## src/rtl/if_stage_bp.sv

```systemverilog
// -----------------------------------------------------------------------------
// if_stage_bp : instruction-fetch stage of the 16-bit pipelined core.
//
// Owns the PC and drives the instruction-memory address. A table of 2-bit
// saturating counters predicts conditional branches at fetch time. The fetched
// instruction, its PC and the prediction are registered into the IF/ID
// boundary. The stage honours stall, flush/redirect and HALT.
//
// Ports:
//   clk              in   rising-edge clock for all state
//   reset            in   synchronous, active-high
//   stall            in   hold PC and IF/ID
//   flush            in   mispredict/redirect from execute
//   redirect_pc      in   correct next PC, valid with flush
//   update           in   resolved-branch predictor update strobe
//   update_pc        in   PC of the resolved branch
//   update_taken     in   actual branch outcome
//   imem_addr        out  instruction-memory address (= pc, combinational)
//   imem_data        in   asynchronous-read instruction at imem_addr
//   instr_ID         out  IF/ID instruction
//   pc_ID            out  PC of instr_ID
//   valid_ID         out  instr_ID is a real instruction
//   predict_taken_ID out  fetch-time prediction for instr_ID
//   halted           out  fetch frozen by HALT
// -----------------------------------------------------------------------------
module if_stage_bp #(
  parameter int unsigned PC_W      = 8,
  parameter int unsigned INSTR_W   = 16,
  parameter int unsigned BHT_IDX_W = 4,
  parameter logic [3:0]  BR_OPC    = 4'hC,
  parameter logic [3:0]  HALT_OPC  = 4'hF
) (
  input  logic               clk,
  input  logic               reset,
  input  logic               stall,
  input  logic               flush,
  input  logic [PC_W-1:0]    redirect_pc,
  input  logic               update,
  input  logic [PC_W-1:0]    update_pc,
  input  logic               update_taken,
  output logic [PC_W-1:0]    imem_addr,
  input  logic [INSTR_W-1:0] imem_data,
  output logic [INSTR_W-1:0] instr_ID,
  output logic [PC_W-1:0]    pc_ID,
  output logic               valid_ID,
  output logic               predict_taken_ID,
  output logic               halted
);

  localparam int unsigned BHT_DEPTH = 1 << BHT_IDX_W;

  logic [PC_W-1:0]    pc_r;
  logic [1:0]         bht_r [BHT_DEPTH];

  logic               is_br_s;
  logic               is_halt_s;
  logic               pred_s;
  logic [PC_W-1:0]    next_seq_s;
  logic [1:0]         upd_ctr_s;

  logic [PC_W-1:0]    pc_nxt_s;
  logic [INSTR_W-1:0] instr_nxt_s;
  logic [PC_W-1:0]    pc_id_nxt_s;
  logic               valid_nxt_s;
  logic               pred_nxt_s;
  logic               halted_nxt_s;

  assign imem_addr = pc_r;

  // Decode the fetched word and look up the predictor (pre-update value).
  always_comb begin
    is_br_s    = (imem_data[15:12] == BR_OPC);
    is_halt_s  = (imem_data[15:12] == HALT_OPC);
    pred_s     = is_br_s & bht_r[pc_r[BHT_IDX_W-1:0]][1];
    next_seq_s = pc_r + {{(PC_W-1){1'b0}}, 1'b1};
  end

  // Next PC / IF/ID selection: flush > halted > stall > normal fetch.
  always_comb begin
    pc_nxt_s     = pc_r;
    instr_nxt_s  = instr_ID;
    pc_id_nxt_s  = pc_ID;
    valid_nxt_s  = valid_ID;
    pred_nxt_s   = predict_taken_ID;
    halted_nxt_s = halted;
    if (flush) begin
      pc_nxt_s     = redirect_pc;
      instr_nxt_s  = {INSTR_W{1'b0}};
      pc_id_nxt_s  = {PC_W{1'b0}};
      valid_nxt_s  = 1'b0;
      pred_nxt_s   = 1'b0;
      halted_nxt_s = 1'b0;
    end else if (halted) begin
      // Frozen: bubbles flow into IF/ID unless decode is stalling.
      if (!stall) begin
        instr_nxt_s = {INSTR_W{1'b0}};
        pc_id_nxt_s = {PC_W{1'b0}};
        valid_nxt_s = 1'b0;
        pred_nxt_s  = 1'b0;
      end else begin
        instr_nxt_s = instr_ID;
      end
    end else if (stall) begin
      pc_nxt_s = pc_r;
    end else begin
      instr_nxt_s = imem_data;
      pc_id_nxt_s = pc_r;
      valid_nxt_s = 1'b1;
      pred_nxt_s  = pred_s;
      if (is_halt_s) begin
        // HALT itself proceeds to decode; the PC stops on it.
        halted_nxt_s = 1'b1;
        pc_nxt_s     = pc_r;
      end else begin
        pc_nxt_s = pred_s ? imem_data[PC_W-1:0] : next_seq_s;
      end
    end
  end

  // PC, IF/ID boundary and halt flag registers.
  always_ff @(posedge clk) begin
    if (reset) begin
      pc_r             <= {PC_W{1'b0}};
      instr_ID         <= {INSTR_W{1'b0}};
      pc_ID            <= {PC_W{1'b0}};
      valid_ID         <= 1'b0;
      predict_taken_ID <= 1'b0;
      halted           <= 1'b0;
    end else begin
      pc_r             <= pc_nxt_s;
      instr_ID         <= instr_nxt_s;
      pc_ID            <= pc_id_nxt_s;
      valid_ID         <= valid_nxt_s;
      predict_taken_ID <= pred_nxt_s;
      halted           <= halted_nxt_s;
    end
  end

  // Saturating increment/decrement of the counter being trained.
  always_comb begin
    upd_ctr_s = bht_r[update_pc[BHT_IDX_W-1:0]];
    if (update_taken) begin
      if (upd_ctr_s != 2'b11) begin
        upd_ctr_s = upd_ctr_s + 2'b01;
      end else begin
        upd_ctr_s = 2'b11;
      end
    end else begin
      if (upd_ctr_s != 2'b00) begin
        upd_ctr_s = upd_ctr_s - 2'b01;
      end else begin
        upd_ctr_s = 2'b00;
      end
    end
  end

  // Branch history table; training ignores stall, flush and halt.
  always_ff @(posedge clk) begin
    if (reset) begin
      for (int i = 0; i < BHT_DEPTH; i++) begin
        bht_r[i] <= 2'b01;
      end
    end else if (update) begin
      bht_r[update_pc[BHT_IDX_W-1:0]] <= upd_ctr_s;
    end
  end

endmodule

```

## config.mk

```make
export PLATFORM = sky130hd
export DESIGN_NAME = if_stage_bp
export DESIGN_NICKNAME = d
export VERILOG_FILES = /design/src/rtl/if_stage_bp.sv
export SDC_FILE = /design/constraint.sdc
export NUM_CORES = 1
export LEC_CHECK = 0
export BUFFER_PORTS_ARGS = -buffer_cell sky130_fd_sc_hd__buf_2
export CAP_MARGIN = 20
export CELL_PAD_IN_SITES_DETAIL_PLACEMENT = 0
export CELL_PAD_IN_SITES_GLOBAL_PLACEMENT = 1
export CORE_ASPECT_RATIO = 1.5
export CORE_MARGIN = 1.5
export CORE_UTILIZATION = 40
export DETAILED_ROUTE_END_ITERATION = 16
export PLACE_DENSITY_LB_ADDON = 0.1
export SETUP_SLACK_MARGIN = 0.05
export SYNTH_ARGS = -nofsm -noshare
export SYNTH_HDL_FRONTEND = slang
export SYNTH_SLANG_ARGS = --single-unit
```

## constraint.sdc

```tcl
create_clock -name clk -period 4.4 [get_ports clk]
set_input_delay 0.22 -clock clk [delete_from_list [all_inputs] [get_ports clk]]
set_output_delay 0.22 -clock clk [all_outputs]
set_load 0.01 [all_outputs]
```

==> impl_metrics.json <==
{
  "tritoncts": "done",
  "syn_to_final_growth_pct": 20.2,
  "ys_ff_latch": 71,
  "nNetsFinal": 449,
  "diodes": 0,
  "swShare_pct": 22.6,
  "drv_slew": 0,
  "fp.dieH_um": 119,
  "grt_pass1_vias": 2846,
  "tightestPinTransition_ns": 1.04,
  "fin_crit_ns": 2.30,
  "synth-edff-count": 32,
  "cts_sinks": 71,
  "yosys_warnings": 0,
  "clkPwrFrac_pct": 48.8,
  "fp.dieW_um": 80.3,
  "yosys.cell_count.top_type": "nor2_1",
  "cts_root_buffer": "clkbuf_16",
  "num_vias": 2865,
  "ys_seq_area_share_pct": 48.5,
  "clkLatencyLatePin_ns": 0.33,
  "fillers": 833,
  "multi_input_area_mm2": 0.00167,
  "path_class": "reg2reg",
  "io_pins": 73,
  "synthCells": 357,
  "cts_buffers": 9,
  "layout-drive-gt1-share_pct": 28.0,
  "p_sw_uw": 410,
  "drc": 0,
  "power_density_mw_per_mm2": 421,
  "finalSetupTns_ns": 0,
  "final_area_mm2": 0.00431,
  "max_slew_margin_pct": 29.8,
  "grt_pass1_wl_um": 14600,
  "cts_setup_buffers": 0,
  "syn_nets": 396,
  "fmax_mhz": 435,
  "leakage_nw": 1.67,
  "netlist_area_mm2": 0.00359,
  "routed_wirelength_um": 9080,
  "vias_per_cell": 5.46,
  "antenna_found_initial": 0,
  "synthArstFlopShare_pct": 0,
  "dp_hpwl_um": 6410,
  "worstPathArrival_ns": 2.47,
  "utilization_pct": 49.1,
  "place_ws_ns": 2.03,
  "synthFlopType": "dfxtp_1",
  "path_clk_slew_ns": 0.06,
  "synth_cell_type_count": 48,
  "period_share_pct": 52.2,
  "fp.coreArea_mm2": 0.00878,
  "ctsHoldBuffers": 0,
  "grt_start_max_net_pins": 39,
  "status": "complete, no violations",
  "initial_core_util_pct": 40.9,
  "ant_nets": 0,
  "setup.worst_path.end_class": "flip-flop",
  "stdcell_count": 525,
  "htreeDepth": 3,
  "dpl.cell_count": 509,
  "setup_slack_ns": 2.10,
  "hold_class": "in2reg",
  "register_area_mm2": 0.00174,
  "place_area_mm2": 0.00393,
  "critPathMaxFanout": 6,
  "die_area_mm2": 0.00956,
  "maxCapViolCount": 0,
  "synth_common_cells": "nor2_1, dfxtp_1, edfxtp_1",
  "drt-initial-drc-count": 222,
  "finalSetupViolations": 0,
  "hold_viol": 0,
  "ctsResizeCount": 0,
  "synth_area_leaders": "edfxtp_1, dfxtp_1, nor2_1",
  "place_congestion": 0.759,
  "vdd_drop_max_mv": 0.212,
  "fin_worst_skew_ns": 0.00340,
  "synth_top_area_share_pct": 26.8,
  "portBuffers": 68,
  "avgSynthCellArea_um2": 10.1,
  "drtPass1Iterations": 4,
  "p_int_mw": 1.41,
  "rows": 42,
  "p_seq_share_pct": 40.7,
  "cp_data_required_time_ns": 4.57,
  "critPathLaunchType": "flip-flop",
  "clockBufferDepth": 2,
  "synth_top_cell_by_area": "edfxtp_1",
  "comb_power_share_pct": 10.5,
  "wl_per_cell_um": 17.3,
  "grtUsageTotal_pct": 20.7,
  "grt_setup_unrepaired": "false",
  "overflow": 0
}
## per-layer routing
| layer | up-vias | part of all wire (%) | track usage, % |
|---|---|---|---|
| met3 | 15 | 3.9 | 4.14 |
| met5 | - | 0 | 0 |
| met2 | 82 | 53 | 36.3 |
| met1 | 1353 | 40 | 23.5 |
| li1 | 1415 | - | - |
| met4 | 0 | 3.0 | 9.48 |
## per-stage QoR
| stage | hold slack [ns] | power [mW] |
|---|---|---|
| global route | 0.117 | 1.89 |
| floorplan | 0.364 | 0.885 |
| global placement | 0.454 | 0.943 |
| CTS | 0.108 | 1.84 |
| detailed placement | 0.459 | 0.944 |
| finish | 0.121 | 1.82 |
## power by group through the flow
stage / combinational, mW / sequential [mW] / clock [mW]
after floorplan: 0.136 / 0.749 / 0
after global placement: 0.190 / 0.753 / 0
after detailed placement: 0.191 / 0.753 / 0
after CTS: 0.192 / 0.739 / 0.906
after global routing: 0.212 / 0.743 / 0.932
final: 0.190 / 0.739 / 0.887
## critical path: stages (launching register included)
cell and delay [ns]:
dfxtp_1 0.55, mux4_2 0.59, o2111ai_2 0.33, nand2_1 0.17
a2111oi_0 0.50
## cell usage in the layout, fill, tap and decap left out, drive strengths merged, types with 4 or more instances in the layout
cell type and instances:
a21oi 12, a221oi 4, a22oi 17, and3 9, buf 69, clkbuf 13
dfxtp 39, edfxtp 32, inv 9, mux2i 4, mux4 10, nand2 29
nand2b 14, nand3 19, nand4 9, nor2 55, nor2b 7, nor3 9
nor3b 9, nor4 6, o21ai 5, or2 5
## state kept, by name, indices dropped and copies added, names as in the netlist, named ones only
register,flops
predict_taken_ID,1
imem_addr,8
bht_r,32
pc_ID,8
instr_ID,16
halted,1
valid_ID,1
## cell type report
type	count	share of cell area, %
Clock buffer	13	7.28
Clock inverter	3	1.51
Inverter	9	0.783
Multi-Input combinational cell	250	38.8
Sequential cell	71	40.4
Tap cell	110	3.19
Timing Repair Buffer	69	8.06
## path summary, 6_finish.rpt
kind                            to        startpoint  slack, ns  depth (start not counted)
hold reg to reg   predict_taken_ID  predict_taken_ID       0.47                          2
hold / removal         instr_ID[9]      imem_data[9]       0.12                          3
setup / recovery         flip-flop         flip-flop       2.10                          4
setup reg to reg         flip-flop         flip-flop       2.10                          4
## logic make-up (layout without fill, tap and decap cells)
logic type,Yosys count,count (layout),share of synthesized area (%)
AO/OA/AOI/OAI,50,50,9.94
flip-flops,71,71,48.5
XOR/XNOR,6,6,1.46
AND/OR/NAND/NOR,176,176,25.9
buffers and inverters,36,94,4.85
multiplexers,15,15,8.23
adder cells (fa/ha/maj),3,3,1.12
Note: power is estimated with default switching activity, not from simulation.
